===== config.mk =====
export PLATFORM = sky130hd
export DESIGN_NAME = result_uart_tx_flat
export DESIGN_NICKNAME = d
export VERILOG_FILES = /design/src/rtl/result_uart_tx_if.sv /design/src/rtl/result_uart_tx.sv /design/src/flat_wrapper.sv
export SDC_FILE = /design/constraint.sdc
export NUM_CORES = 1
export LEC_CHECK = 0
export CAP_MARGIN = 10
export CORE_UTILIZATION = 25
export CTS_CLUSTER_DIAMETER = 40
export DETAILED_ROUTE_END_ITERATION = 10
export GPL_TIMING_DRIVEN = 1
export PLACE_DENSITY = 0.51
export SETUP_SLACK_MARGIN = 0.5
export SLEW_MARGIN = 40
export SYNTH_ARGS = -nofsm -noshare
export SYNTH_HDL_FRONTEND = slang
export SYNTH_SLANG_ARGS = --single-unit

===== constraint.sdc =====
create_clock -name clk -period 2.6 [get_ports clk]
set_clock_uncertainty 0.1 [all_clocks]
set_input_delay 0.65 -clock clk [delete_from_list [all_inputs] [get_ports clk]]
set_output_delay 0.65 -clock clk [all_outputs]
set_load 0.005 [all_outputs]

===== src/rtl/result_uart_tx_if.sv =====
// -----------------------------------------------------------------------------
// result_uart_tx_if
//   Byte handshake between the upstream adder stage and result_uart_tx.
//   result_in    : result byte offered by upstream
//   result_valid : result_in is offered this cycle
//   result_ready : downstream can accept a byte this cycle
//   master = upstream producer, slave = result_uart_tx
// -----------------------------------------------------------------------------
interface result_uart_tx_if;
   logic [7:0] result_in;
   logic       result_valid;
   logic       result_ready;

   modport master (
      output result_in,
      output result_valid,
      input  result_ready
   );

   modport slave (
      input  result_in,
      input  result_valid,
      output result_ready
   );
endinterface


===== src/rtl/result_uart_tx.sv =====
// -----------------------------------------------------------------------------
// result_uart_tx
//   Serialises result bytes from the upstream adder stage onto a UART line
//   (start bit, 8 data bits LSB first, optional even parity, one stop bit).
//   A one-deep holding register decouples the upstream handshake from the
//   frame in flight, so a byte can be accepted while the previous one shifts.
//
//   Parameters
//     CLKS_PER_BIT : clock cycles per serial bit (2..1023)
//   Ports
//     clk          : single clock, rising edge
//     rst          : synchronous active-high reset
//     up           : result_uart_tx_if.slave (result_in, result_valid, result_ready)
//     tx           : serial line, idle high
//     busy         : a frame is being shifted
//     tx_done      : one-cycle pulse during the final stop-bit cycle
//     frame_count  : completed frames, wraps 255 -> 0
//   Build option
//     RESULT_UART_TX_PARITY_EN : adds an even-parity bit after data bit 7
// -----------------------------------------------------------------------------
module result_uart_tx #(
   parameter int unsigned CLKS_PER_BIT = 4
) (
   input  logic                   clk,
   input  logic                   rst,
   result_uart_tx_if.slave        up,
   output logic                   tx,
   output logic                   busy,
   output logic                   tx_done,
   output logic [7:0]             frame_count
);

   localparam logic [9:0] BAUD_RELOAD = 10'(CLKS_PER_BIT - 1);

   typedef enum logic [2:0] {
      S_IDLE,
      S_START,
      S_DATA,
`ifdef RESULT_UART_TX_PARITY_EN
      S_PARITY,
`endif
      S_STOP
   } state_t;

   state_t     r_state;
   logic [7:0] r_hold_data;
   logic       r_hold_full;
   logic [7:0] r_shift;
   logic [2:0] r_bit_idx;
   logic [9:0] r_baud;
   logic       r_tx;
   logic       r_tx_done;
   logic [7:0] r_frame_count;
`ifdef RESULT_UART_TX_PARITY_EN
   logic       r_parity;
`endif

   logic       w_accept;
   logic       w_baud_zero;

   // Ready comes straight from the hold flag, never from result_valid.
   assign w_accept    = up.result_valid && !r_hold_full;
   assign w_baud_zero = (r_baud == '0);

   always_ff @(posedge clk) begin
      if (rst) begin
         r_state       <= S_IDLE;
         r_hold_data   <= '0;
         r_hold_full   <= 1'b0;
         r_shift       <= '0;
         r_bit_idx     <= '0;
         r_baud        <= '0;
         r_tx          <= 1'b1;
         r_tx_done     <= 1'b0;
         r_frame_count <= '0;
`ifdef RESULT_UART_TX_PARITY_EN
         r_parity      <= 1'b0;
`endif
      end else begin
         r_tx_done <= 1'b0;

         if (w_accept) begin
            r_hold_data <= up.result_in;
            r_hold_full <= 1'b1;
         end

         if (r_state != S_IDLE) begin
            r_baud <= w_baud_zero ? BAUD_RELOAD : r_baud - 10'd1;
         end

         case (r_state)
            S_IDLE: begin
               r_tx <= 1'b1;
               if (r_hold_full) begin
                  r_state     <= S_START;
                  r_shift     <= r_hold_data;
                  r_hold_full <= 1'b0;
                  r_tx        <= 1'b0;
                  r_baud      <= BAUD_RELOAD;
                  r_bit_idx   <= '0;
`ifdef RESULT_UART_TX_PARITY_EN
                  r_parity    <= ^r_hold_data;
`endif
               end
            end

            S_START: begin
               if (w_baud_zero) begin
                  r_state <= S_DATA;
                  r_tx    <= r_shift[0];
               end
            end

            S_DATA: begin
               if (w_baud_zero) begin
                  if (r_bit_idx == 3'd7) begin
`ifdef RESULT_UART_TX_PARITY_EN
                     r_state <= S_PARITY;
                     r_tx    <= r_parity;
`else
                     r_state <= S_STOP;
                     r_tx    <= 1'b1;
`endif
                  end else begin
                     r_bit_idx <= r_bit_idx + 3'd1;
                     r_shift   <= {1'b0, r_shift[7:1]};
                     r_tx      <= r_shift[1];
                  end
               end
            end

`ifdef RESULT_UART_TX_PARITY_EN
            S_PARITY: begin
               if (w_baud_zero) begin
                  r_state <= S_STOP;
                  r_tx    <= 1'b1;
               end
            end
`endif

            S_STOP: begin
               // Set one cycle early so the pulse coincides with the final
               // stop-bit cycle (counter at 0) while staying a flop output.
               if (r_baud == 10'd1) begin
                  r_tx_done <= 1'b1;
               end
               if (w_baud_zero) begin
                  r_state       <= S_IDLE;
                  r_frame_count <= r_frame_count + 8'd1;
               end
            end

            default: r_state <= S_IDLE;
         endcase
      end
   end

   assign up.result_ready = ~r_hold_full;
   assign tx              = r_tx;
   assign busy            = (r_state != S_IDLE);
   assign tx_done         = r_tx_done;
   assign frame_count     = r_frame_count;

endmodule


===== src/flat_wrapper.sv =====
// flat-port wrapper written by rule: the top's interface ports become plain ports
module result_uart_tx_flat 
#(
   parameter int unsigned CLKS_PER_BIT = 4
)
  (clk, rst, tx, busy, tx_done, frame_count, up_result_in, up_result_valid, up_result_ready);
  result_uart_tx_if up_i ();
  input  logic clk;
  input  logic rst;
  output logic tx;
  output logic busy;
  output logic tx_done;
  output logic [7:0] frame_count;
  input wire logic [$bits(up_i.result_in)-1:0] up_result_in;
  input wire logic [$bits(up_i.result_valid)-1:0] up_result_valid;
  output wire logic [$bits(up_i.result_ready)-1:0] up_result_ready;
  assign up_i.result_in = up_result_in;
  assign up_i.result_valid = up_result_valid;
  assign up_result_ready = up_i.result_ready;
  result_uart_tx #(.CLKS_PER_BIT(CLKS_PER_BIT)) u_core (.clk(clk), .rst(rst), .up(up_i), .tx(tx), .busy(busy), .tx_done(tx_done), .frame_count(frame_count));
endmodule

# Word level (Yosys, flattened, before mapping)
# Index checks and enable logic that the tools add are counted.
dict set report classes {
  n_reduce_logical 12
  muxes 27
  shifts 0
  n_eq_ne 11
  div_mod_pow 0
  n_addsub 3
  mul 0
  order_cmp 0
  n_bitwise 2
}
# operator count
set op_table {}
lappend op_table {{$mux W10} 4}
lappend op_table {{$mux W3} 8}
lappend op_table {{$mux W8} 3}
lappend op_table {{$pmux W8 S2} 1}
lappend op_table {{$pmux W3 S4} 1}
lappend op_table {{$eq A10 B1 Y1 const B} 1}
lappend op_table {{$logic_not A10 Y1} 1}
lappend op_table {{$ne A2 B1 Y1 const B} 5}
lappend op_table {{$sub A10 B1 Y10 const B} 1}
lappend op_table {{$add A8 B1 Y8 const B} 1}
lappend op_table {{$mux W1} 8}
lappend op_table {{$eq A3 B2 Y1 const B} 2}
lappend op_table {{$pmux W3 S2} 1}
lappend op_table {{$reduce_bool A3 Y1} 2}
lappend op_table {{$reduce_and A5 Y1} 1}
lappend op_table {{$reduce_and A4 Y1} 1}
lappend op_table {{$add A3 B1 Y3 const B} 1}
lappend op_table {{$eq A3 B1 Y1 const B} 1}
lappend op_table {{$eq A3 B3 Y1 const B} 1}
lappend op_table {{$logic_not A3 Y1} 1}
lappend op_table {{$pmux W1 S3} 1}
lappend op_table {{$reduce_and A3 Y1} 1}
lappend op_table {{$ne A2 B2 Y1 const B} 1}
lappend op_table {{$not A1 Y1} 2}
lappend op_table {{5 further kinds} 5}
dict set report word_totals {
  ram_bits 0
  mem_count 0
  inputBits 11
  regBits 43
  romBits 0
  latch_bits 0
}

# Depth between registers and ports, before layout
# Gate-level depths: netlist of run 1.
dict set report logic_depth {
  depth_word 5
  mapped_depth 8
  mapped_depth_nobuf 6
}

# Worst setup path after synthesis of run 1
# Ideal clock, no wire load.
dict set report synth_timing {
  path_kind {register to register}
  startpoint {register u_core.r_baud[0]}
  endpoint {register u_core.r_frame_count[5], in the netlist u_core.frame_count[5]}
  slack_ps 182
  synth_period_minus_slack_ps 2418
  arrival_time_ps 2248
  path_stages_with_launch 9
  n_path_buf 2
  t_required_ps 2430
  setup_time_ps 70
  path_cell_list {dfxtp_1 > inv_1 > ha_1 > or4b_1 > buf_2 > or3_1 > buf_2 > or4_1 > a21oi_1}
}
dict set report synth_via {
  elab_chain_len 2
}
# element line_no
set synth_rtl {}
lappend synth_rtl {{start: declaration} result_uart_tx.sv:50} ;# logic [9:0] r_baud;
lappend synth_rtl {{start signal: assignment} result_uart_tx.sv:88} ;# r_baud <= w_baud_zero ? BAUD_RELOAD : r_baud - 10'd1;
lappend synth_rtl {{$logic_not A10 Y1} result_uart_tx.sv:63} ;# assign w_baud_zero = (r_baud == '0);
lappend synth_rtl {{$reduce_and A2 Y1 (no source line)} -}
lappend synth_rtl {{end signal: assignment} result_uart_tx.sv:149} ;# r_frame_count <= r_frame_count + 8'd1;
lappend synth_rtl {{end: declaration} result_uart_tx.sv:53} ;# logic [7:0] r_frame_count;
# No other way between the ends.
# A chain may end at the register's enable or synchronous reset.

# Final worst setup path of run 1
# Ends and elaborated chain as after synthesis.

==> results.toml, run 1 <==
[clock_tree]
clock_path_buffers = 2
clock-sinks = 42
clk_pin_slew_ns = 0.08
cts_hold_buf = 0
htreeDepth = 2
clock-root-buffer = "clkbuf_8"
cts_tree = "built"
numCtsBuffers = 5
insertion_delay_ns = 0.29

[die]
dieHeight_um = 92.54
design.die.area_um2 = 8564
core_um2 = 7848
row_count = 32
io_pins = 23
start_util_pct = 26.12
die_x_um = 92.54

[timing]
layout_min_cycle_time_ns = 2.274
tightest_slew_ns = 0.6070
holdWs_ns = 0.3618
rsz0062_at_grt = "true"
finalSetupViolations = 0
slew_headroom_pct = 59.45
fin_tns_setup_ns = 0
maxSlewViolCount = 0
hold_viol_final = 0
fmax_mhz = 439.8
fin_crit_sh_pct = 87.44

[setup_path]
path_cells = "inv_4 > ha_4 > or4b_4 > or3_4 > or4_4 > a21oi_2"
cp.arrival_ns = 2.41
worst-path-buf-inv = 1
end_kind = "flop"
critPathRequiredTime_ns = 2.74
slowest_stage = "or4b_4"
worst-setup-path-type = "flop to flop"
start_kind = "flop"
cp.depth = 6
critPathTopFamily = "simple AND/OR/NAND/NOR gates"
critPathMaxStageDelay_ns = 0.52
worst_r2r_path_depth = 6
crit_fanout = 7

[global_routing]
grt.overflow.total = 0
antenna_found_initial = 0
grt_max_degree = 22
grt_pass1_wl_mm = 9.052
grt_usage_pct = 13.26
grt_pass1_vias = 1846

[logic_synthesis]
synthMuxAreaShare_pct = 4.457
synthAdderAreaFrac_pct = 6.105
synth_compound_area_share_pct = 19.66
netlist_area_um2 = 2049
ys_warn_count = 0
syn_nets = 258
synth_edf_count = 0
async_flop_share_pct = 0
synth.area.top_cells = "dfxtp_1, a21oi_1, ha_1"
syn_inst = 237
yosys.area.top_type = "dfxtp_1"
netlist.area_leader.share_pct = 41.03
synth_xor_area_share_pct = 2.137
synth_seq_cells = 42
seq_area_frac_synth_pct = 41.03
yosys.area_share.simple_pct = 21.49
synth_top_family_by_area = "simple AND/OR/NAND/NOR gates"
synth_cell_types = 42
syn_area_per_cell_um2 = 8.648
synthFlopType = "dfxtp_1"

[run]
maxCapViolCount = 0

[place]
place.gp.congestion = 0.7742
placed_cells = 358
io_buffers = 22
dp_hpwl_mm = 3.538

[route]
detail_route.wl_per_cell_um = 14.32
avgViaCountPerCell = 5.021
drt_iter0_markers = 99
totalWireLength_mm = 5.486
ant_nets = 0
vias = 1923
first_pass_iters = 6
drc = 0

[layout]
n_antenna_cell = 0
fill_cells = 839
nets = 301
area_growth_syn_to_layout_pct = 36.14
stdcell_count = 383
layout_commonest_cell = "dfxtp_1"
drive_gt1_share_pct = 24.56
final_cell_mix = "dfxtp_1, nand2_1, a21oi_1"

[hold_path]
hold_path.class = "flop to flop"
holdPathStages = 2

[power_and_ir_drop]
ir_drop_mv = 0.3900
pwr_density_cell_nw_per_um2 = 1158
p_leak_nw = 1.006

[status]
run_status = "complete, no violations"
state kept, by name, indices dropped and copies added, names as in the netlist:
| signal | flops |
|---|---|
| u_core.r_baud | 10 |
| u_core.frame_count | 8 |
| u_core.r_hold_data | 8 |
| u_core.r_shift | 8 |
| u_core.r_bit_idx | 3 |
| u_core.r_state | 2 |
| u_core.r_hold_full | 1 |
| u_core.tx | 1 |
| u_core.tx_done | 1 |
where the power goes:
part           total [mW]  internal (mW)  switching (mW)
Sequential          0.970          0.804           0.166
Combinational        1.84          0.860           0.980
Clock               0.421          0.190           0.231
path summary, 6_finish.rpt:
kind	start	end	slack (ns)
setup / recovery	u_core.r_baud[0]	u_core.frame_count[5]	0.33
hold / removal	u_core.r_hold_data[6]	u_core.r_hold_data[6]	0.36
setup reg to reg	u_core.r_baud[0]	u_core.frame_count[5]	0.33
hold reg to reg	u_core.r_hold_data[6]	u_core.r_hold_data[6]	0.36
stage by stage:
step                util, %  instance area [um^2]  power (mW)  worst slack [ns]
floorplan                 -                  2081       1.964            0.2530
global placement      30.98                  2431       2.240            0.1330
detailed placement    30.98                  2431       2.253            0.1098
CTS                   34.79                  2730       3.105            0.3696
global route          35.55                  2790       3.450            0.2826
finish                35.55                  2790       3.231            0.3265
repair_timing:
item                                    CTS  global route
endpoints found under the setup margin   25            23
setup buffers                            13             3
gates cloned                              1             0
pin swaps                                 8             6
gates resized for setup                  27            11
kinds of logic (layout without fill, tap and decap cells):
logic type / after synthesis / in the layout
buffers and inverters: 25 / 68
muxes: 9 / 9
AOI/OAI and AO/OA: 61 / 61
and+or+nand+nor: 85 / 86
adders and majority gates: 10 / 10
xor gates and xnor gates: 5 / 5
DFF: 42 / 42
worst register-to-register path: stages (launching register included):
cell and delay (ns):
dfxtp_4 0.36, inv_4 0.06, ha_4 0.12, or4b_4 0.52
or3_4 0.45, or4_4 0.50, a21oi_2 0.12
cell usage after synthesis, drive strengths merged (3+ instances only):
master,number
ha,10
nand3,6
a21oi,27
a221oi,4
or4b,3
xnor2,3
inv,12
mux2i,8
nand2,29
nor2,12
nor3,5
o211ai,3
o21ai,6
nor4,4
clkbuf,7
nand2b,4
dfxtp,42
or4,3
nand3b,3
a211oi,7
or3,6
o41ai,6
buf,6
nand4,5
metal layers:
metal / vias to the layer above / GRT usage [%] / share of wire [%] / wire length (um)
met5: - / 0 / 0 / 0
met4: 0 / 4.557 / 1.6 / 89
met3: 9 / 2.463 / 4.6 / 251
met2: 47 / 21.36 / 48 / 2655
met1: 915 / 17.67 / 45 / 2490
li1: 952 / - / - / -
cell type report:
| type | count | area [um^2] | share of cell area, % |
|---|---|---|---|
| inverter | 12 | 50.05 | 1.794 |
| tap | 102 | 127.6 | 4.574 |
| timing repair buffer | 48 | 421.7 | 15.11 |
| clock buffer | 6 | 72.57 | 2.601 |
| sequential | 42 | 858.3 | 30.76 |
| clock inverter | 2 | 13.76 | 0.4933 |
| multi-input combinational | 171 | 1246 | 44.66 |
(Power assumes the default switching activity.)
==> run 2, diff against run 1 <==
--- a/config.mk
+++ b/config.mk
@@ -12,6 +12,7 @@
 export GPL_TIMING_DRIVEN = 1
 export PLACE_DENSITY = 0.51
 export SETUP_SLACK_MARGIN = 0.5
+export SKIP_LAST_GASP = 1
 export SLEW_MARGIN = 40
 export SYNTH_ARGS = -nofsm -noshare
 export SYNTH_HDL_FRONTEND = slang
==> results of run 2 <==
Final layout, timing and power as in run 1 (identical DEF).
